--- src/rtl/pulse_output_driver_if.sv ---
// Edge-request stream type and the pin-side bundle of the pulse output driver.
// Signal names are from the driver's point of view.
package pipeline_types;
  typedef struct packed {
    logic rising;
    logic falling;
  } control_path_t;
endpackage

interface pulse_output_driver_if;
  pipeline_types::control_path_t i_control;
  logic                          o_signal;
  logic                          o_busy;
  logic                          o_overrun;

  modport master (
    output i_control,
    input  o_signal,
    input  o_busy,
    input  o_overrun
  );

  modport slave (
    input  i_control,
    output o_signal,
    output o_busy,
    output o_overrun
  );
endinterface

--- src/rtl/pulse_output_driver.sv ---
// Regenerates a glitch-free output level from rising/falling edge pulses.
// Enforces a minimum high and low dwell, deferring at most one edge.
module pulse_output_driver #(
  parameter int unsigned MIN_HIGH_CYCLES = 5,
  parameter int unsigned MIN_LOW_CYCLES  = 5
) (
  input  logic                  i_clk,
  input  logic                  i_reset,
  pulse_output_driver_if.slave  bus
);

  localparam int unsigned MaxCycles = (MIN_HIGH_CYCLES > MIN_LOW_CYCLES) ?
                                      MIN_HIGH_CYCLES : MIN_LOW_CYCLES;
  localparam int unsigned CntW = $clog2(MaxCycles + 1);
  localparam logic [CntW-1:0] HighLoad = CntW'(MIN_HIGH_CYCLES - 1);
  localparam logic [CntW-1:0] LowLoad  = CntW'(MIN_LOW_CYCLES - 1);

  typedef enum logic [1:0] {
    StLowIdle,
    StHighHold,
    StHighIdle,
    StLowHold
  } state_e;

  state_e          state_q, state_d;
  logic [CntW-1:0] cnt_q, cnt_d;
  logic            pending_q, pending_d;
  logic            signal_q, signal_d;
  logic            busy_q, busy_d;
  logic            overrun_q, overrun_d;

  logic both, rise, fall, level, req_opp, req_same;

  assign both  = bus.i_control.rising & bus.i_control.falling;
  assign rise  = bus.i_control.rising & ~bus.i_control.falling;
  assign fall  = bus.i_control.falling & ~bus.i_control.rising;
  assign level = (state_q == StHighHold) || (state_q == StHighIdle);

  // Requests relative to the current level: opposite moves the pin, same is a no-op
  // unless it cancels a deferred edge.
  assign req_opp  = level ? fall : rise;
  assign req_same = level ? rise : fall;

  always_comb begin
    state_d   = state_q;
    cnt_d     = cnt_q;
    pending_d = pending_q;
    overrun_d = both;

    unique case (state_q)
      StLowIdle: begin
        if (rise) begin
          state_d = StHighHold;
          cnt_d   = HighLoad;
        end
      end
      StHighIdle: begin
        if (fall) begin
          state_d = StLowHold;
          cnt_d   = LowLoad;
        end
      end
      StHighHold, StLowHold: begin
        if (cnt_q != '0) begin
          cnt_d = cnt_q - 1'b1;
          if (req_opp && !pending_q) begin
            pending_d = 1'b1;
          end else if (req_same && pending_q) begin
            pending_d = 1'b0;
            overrun_d = 1'b1;
          end
        end else if (pending_q && req_same) begin
          // Cancel arriving on the expiry cycle swallows the deferred edge.
          pending_d = 1'b0;
          overrun_d = 1'b1;
          state_d   = level ? StHighIdle : StLowIdle;
        end else if (pending_q || req_opp) begin
          pending_d = 1'b0;
          state_d   = level ? StLowHold : StHighHold;
          cnt_d     = level ? LowLoad : HighLoad;
        end else begin
          state_d = level ? StHighIdle : StLowIdle;
        end
      end
      default: begin
        state_d = StLowIdle;
      end
    endcase

    signal_d = (state_d == StHighHold) || (state_d == StHighIdle);
    busy_d   = (state_d == StHighHold) || (state_d == StLowHold);
  end

  always_ff @(posedge i_clk or posedge i_reset) begin
    if (i_reset) begin
      state_q   <= StLowIdle;
      cnt_q     <= '0;
      pending_q <= 1'b0;
      signal_q  <= 1'b0;
      busy_q    <= 1'b0;
      overrun_q <= 1'b0;
    end else begin
      state_q   <= state_d;
      cnt_q     <= cnt_d;
      pending_q <= pending_d;
      signal_q  <= signal_d;
      busy_q    <= busy_d;
      overrun_q <= overrun_d;
    end
  end

  assign bus.o_signal  = signal_q;
  assign bus.o_busy    = busy_q;
  assign bus.o_overrun = overrun_q;

endmodule

--- src/flat_wrapper.sv ---
// flat-port wrapper written by rule: the top's interface ports become plain ports
module pulse_output_driver_flat 
#(
  parameter int unsigned MIN_HIGH_CYCLES = 5,
  parameter int unsigned MIN_LOW_CYCLES  = 5
)
  (i_clk, i_reset, bus_i_control, bus_o_signal, bus_o_busy, bus_o_overrun);
  pulse_output_driver_if bus_i ();
  input  logic i_clk;
  input  logic i_reset;
  input wire logic [$bits(bus_i.i_control)-1:0] bus_i_control;
  output wire logic [$bits(bus_i.o_signal)-1:0] bus_o_signal;
  output wire logic [$bits(bus_i.o_busy)-1:0] bus_o_busy;
  output wire logic [$bits(bus_i.o_overrun)-1:0] bus_o_overrun;
  assign bus_i.i_control = bus_i_control;
  assign bus_o_signal = bus_i.o_signal;
  assign bus_o_busy = bus_i.o_busy;
  assign bus_o_overrun = bus_i.o_overrun;
  pulse_output_driver #(.MIN_HIGH_CYCLES(MIN_HIGH_CYCLES), .MIN_LOW_CYCLES(MIN_LOW_CYCLES)) u_core (.i_clk(i_clk), .i_reset(i_reset), .bus(bus_i));
endmodule
--- config.mk ---
export PLATFORM = sky130hd
export DESIGN_NAME = pulse_output_driver_flat
export DESIGN_NICKNAME = d
export VERILOG_FILES = /design/src/rtl/pulse_output_driver_if.sv /design/src/rtl/pulse_output_driver.sv /design/src/flat_wrapper.sv
export SDC_FILE = /design/constraint.sdc
export NUM_CORES = 1
export LEC_CHECK = 0
export CAP_MARGIN = 20
export CELL_PAD_IN_SITES_DETAIL_PLACEMENT = 1
export CELL_PAD_IN_SITES_GLOBAL_PLACEMENT = 1
export CORE_MARGIN = 2
export CORE_UTILIZATION = 39
export CTS_CLUSTER_SIZE = 24
export DETAILED_ROUTE_END_ITERATION = 8
export GPL_TIMING_DRIVEN = 0
export PLACE_DENSITY_LB_ADDON = 0.05
export SLEW_MARGIN = 20
export SYNTH_ARGS = -nofsm -noshare
export SYNTH_HDL_FRONTEND = slang
export SYNTH_SLANG_ARGS = --single-unit
--- constraint.sdc ---
create_clock -name i_clk -period 4.95 [get_ports i_clk]
set_clock_uncertainty 0.05 [all_clocks]
set_input_delay 0.99 -clock i_clk [delete_from_list [all_inputs] [get_ports i_clk]]
set_output_delay 0.99 -clock i_clk [all_outputs]
set_load 0.02 [all_outputs]
**Word-level counts from Yosys, hierarchy flattened**

Index checks and enable logic that the tools add are counted.

- Add/subtract/negate cells: 1
- Equal/unequal tests: 11
- Multiplexer cells: 25
- Bitwise operators: 5
- Reduce and logical (&&, ||, !) cells: 13

Operators by type and width:

| operator | number |
|---|---|
| two-way mux 3 bit | 5 |
| two-way mux 2 bit | 7 |
| two-way mux 1 bit | 11 |
| case mux 3 bit (3 select lines) | 1 |
| equality test 2 bit (second input constant) | 4 |
| case mux 2 bit (3 select lines) | 1 |
| nonzero test 3 bit | 2 |
| equality test 2 x 1 -> 1 bit (second input constant) | 2 |
| logical OR 1 bit | 4 |
| != test 2 x 1 -> 1 bit (second input constant) | 2 |
| AND reduction 4 bit | 1 |
| bitwise AND 1 bit | 3 |
| != test 3 x 1 -> 1 bit (second input constant) | 1 |
| != test 3 x 2 -> 1 bit (second input constant) | 1 |
| != test 3 bit (second input constant) | 1 |
| AND reduction 3 bit | 1 |
| subtractor 3 x 1 -> 3 bit (second input constant) | 1 |
| logical AND 1 bit | 2 |
| zero test 2 bit | 1 |
| NOT 1 bit | 2 |
| OR reduction 2 bit | 1 |
| zero test 1 bit | 1 |

- Register bits: 9
- Input port bits: 4
- Word-level logic and storage cells: 61

**Longest topological paths before layout**

- Depth in word-level cells: 10
- Mapped depth: 8
- Depth with buffers taken out: 8

**Worst setup path after synthesis**

OpenSTA, ideal clock, no wires.

- Path type: input -> register
- Start point: input port bus_i_control[0]
- End point: register u_core.signal_q, in the netlist u_core.bus.o_signal
- Library setup time: 126 ps
- Arrival time: 2040 ps
- Path slack: 2734 ps
- Stages: 5
- Path buffers: 0
- Path through: nand2b_4 -> mux2_4 -> a31oi_1 -> a2bb2oi_1 -> ha_1

- Cells in the longest elaborated chain, start to end: 10

RTL lines:

| item | line | source |
|---|---|---|
| start, declared | flat_wrapper.sv:11 | `input wire logic [$bits(bus_i.i_control)-1:0] bus_i_control;` |
| NOT 1 bit | pulse_output_driver.sv:35 | `assign rise = bus.i_control.rising & ~bus.i_control.falling;` |
| bitwise AND 1 bit | pulse_output_driver.sv:35 |  |
| two-way mux 1 bit | pulse_output_driver.sv:41 | `assign req_opp = level ? fall : rise;` |
| logical OR 1 bit | pulse_output_driver.sv:77 | `end else if (pending_q \|\| req_opp) begin` |
| two-way mux 2 bit | pulse_output_driver.sv:77 |  |
| two-way mux 2 bit | pulse_output_driver.sv:72 | `end else if (pending_q && req_same) begin` |
| two-way mux 2 bit | pulse_output_driver.sv:64 | `if (cnt_q != '0) begin` |
| case mux 2 bit (3 select lines) (*) | pulse_output_driver.sv:50 | `unique case (state_q)` |
| via u_core.state_d[0] | pulse_output_driver.sv:25 | `state_e state_q, state_d;` |
| equality test 2 x 1 -> 1 bit or equality test 2 bit (tied branches) | pulse_output_driver.sv:90 | `signal_d = (state_d == StHighHold) \|\| (state_d == StHighIdle);` |
| logical OR 1 bit (*) | pulse_output_driver.sv:90 |  |
| via u_core.signal_d | pulse_output_driver.sv:28 | `logic signal_q, signal_d;` |
| end signal, assigned | pulse_output_driver.sv:106 | `signal_q <= signal_d;` |
| end, declared | pulse_output_driver.sv:28 |  |

Mark *: on every way through the listed nets, which the timed path passes. The rest lies on a longest branch.
A chain may end at the register's enable or synchronous reset.

**Worst setup path after layout**

Same ends and word-level chain as after synthesis.

==> results.ini <==
[routing]
first_pass_iters=2
post-route-drc-count=0
viasPerCell=5.671
drt_iter0_drc=3
num_vias=482
wl_per_cell_um=13.89
wirelength_mm=1.181
ant_nets=0

[place]
gp_congestion=0.7427
dp_hpwl_um=950.4
placed_cells=81
port_buffers=6

[logic_synthesis]
synth_top_area_share_pct=37.34
yosysMostFrequentCell=dfrtp_1
syn_area_per_cell_um2=10.22
ys.flop_type=dfrtp_1
synthesis.nets=70
async_reset_ff_share_pct=100.0
synth-edff-count=0
synth_area_leaders=dfrtp_1 (37%), ha_1 (15%), o2bb2ai_1 (5.8%)
synth-seq-cells=9
seq_area_frac_synth_pct=37.34
yosysUniqueCellTypes=25
ys_warn_count=0
netlist_area_um2=603.1
netlist_instances=59
synth_top_area_cell=dfrtp_1
ys_top_cells_by_count=dfrtp_1 (9), ha_1 (7), nor2_1 (7), o2bb2ai_1 (4)

[cells_and_area]
nets=81
final_cell_count_no_fill=85
num_antenna_cells=0
num-fill-cells=179
post-route-util_pct=48.21
syn_to_final_growth_pct=17.63
drive_above_1_share_pct=14.49

[clock_network]
clk_path_buf_depth=2
worstSkewPairLatency_ns=0.26
cts_setup_buffers=0
cts_tree=done
cts_root_buf=clkbuf_4
path_clk_slew_ns=0.06
cts_buffers=3
cts.sinks=9
hold_buffers=0
cts.htree.levels=1
ctsResizeCount=0

[die]
dieArea_mm2=0.001877
core-area_mm2=0.001471
die_h_um=43.33
initial_core_util_pct=40.99
io_pins=7
rows=14
dieWidth_um=43.33

[grt]
grt_pass1_vias=503
antenna_found_initial=0
track_usage_pct=16.72
overflow=0
grt_pass1_wl_mm=2.235
grt_max_degree=10

[pwr]
vdd_drop_max_mv=0.2878
power.density_mw_per_mm2=656.8
totalPowerFinal_mw=0.4660
p_sw_share_pct=43.44
p_switching_mw=0.2024
p_int_mw=0.2636
p_leak_nw=0.3341
seqPwrFrac_pct=29.5
clock_power_share_pct=12.0
comb_power_share_pct=58.5

[sta]
slew_viol_final=0
slew_headroom_pct=72.87
tns_ns=0
grt_setup_unrepaired=no
setup_viol=0
report.final.hold_viol_count=0
worstMarginPinSlew_ns=0.4048
final.period_utilization_pct=54.80
timing.fmax_mhz=368.6
min_period_ns=2.713

[setup_path]
cp.required_ns=5.04
r2r_slack_ns=2.63
worst-setup-path-type=in -> reg
crit_path_start_kind=input pin
cp.arrival_ns=2.81
crit_path_end_kind=flop
critPathMaxFanout=6

[worst_hold_path]
hold_path_class=reg -> reg

[status]
status=finished, final reports clean

[job]
maxCapViolCount=0

==> layout by cell type, fill, tap and decap left out, types with 3 or more instances in the layout <==
cell type and n:
nor2_1 7, a21oi_1 3, dfrtp_1 9, inv_1 3, clkbuf_4 3, clkdlybuf4s50_1 6, o2bb2ai_1 4, ha_1 7
==> stage by stage <==
step	area [um2]	hold slack, ns	setup slack, ns
6_report	709.4	0.5064	2.237
5_1_grt	709.4	0.5235	2.108
4_1_cts	709.4	0.5119	2.230
3_5_place_dp	683.2	0.4955	1.969
3_3_place_gp	683.2	0.4965	1.963
2_1_floorplan	603.1	0.4589	2.734
==> worst max-delay path, cell delays in order <==
cell             delay (ns)
clkdlybuf4s50_1        0.52
nand2b_4               0.22
mux2_4                 0.28
a31oi_1                0.20
a2bb2oi_1              0.30
ha_1                   0.29
==> worst paths after layout <==
check,from,to,depth (start not counted)
max in group asynchronous,i_reset,u_core.state_q[0],2
max reg2reg,u_core.state_q[0],u_core.bus.o_signal,6
min reg2reg,u_core.cnt_q[1],u_core.cnt_q[1],1
min,u_core.cnt_q[1],u_core.cnt_q[1],1
max,bus_i_control[0],u_core.bus.o_signal,6
min in group asynchronous,i_reset,u_core.cnt_q[2],2
==> power by group through the flow <==
stage                     combinational (mW)  sequential, mW  clock [mW]
after floorplan                        0.192           0.144           0
after global routing                   0.316           0.143      0.0633
after detailed placement               0.275           0.139           0
after CTS                              0.276           0.138      0.0587
final                                  0.273           0.137      0.0559
after global placement                 0.269           0.139           0
==> per-layer routing <==
metal | vias to the layer above | GRT usage (%) | routed length (um)
li1 | 240 | - | -
met1 | 234 | 21.96 | 549
met2 | 6 | 25.37 | 566
met3 | 2 | 7.660 | 54
met4 | 0 | 3.636 | 11
met5 | - | 0 | 0
==> layout make-up <==
type / instances / area (um2) / share of cell area [%]
clock buffer: 4 / 26.28 / 3.704
inverter: 3 / 11.26 / 1.587
multi-input combinational: 47 / 366.6 / 51.68
sequential: 9 / 225.2 / 31.75
tap: 16 / 20.02 / 2.822
timing repair buffer: 6 / 60.06 / 8.466
==> flip-flops by register name, summed over array words and instances (netlist names) <==
signal / count
u_core.bus.o_busy: 1
u_core.bus.o_overrun: 1
u_core.bus.o_signal: 1
u_core.cnt_q: 3
u_core.pending_q: 1
u_core.state_q: 2
==> cells by family (layout without fill, tap and decap cells) <==
family / after synthesis / count (layout) / share of synthesized area, %
multiplexers: 2 / 2 / 4.356
AO/OA/AOI/OAI: 18 / 18 / 21.58
flip-flops: 9 / 9 / 37.35
buffers and inverters: 3 / 13 / 1.867
AND/OR/NAND/NOR: 20 / 20 / 20.34
adder cells (fa/ha/maj): 7 / 7 / 14.52
Power figures use the tool's default switching activity.
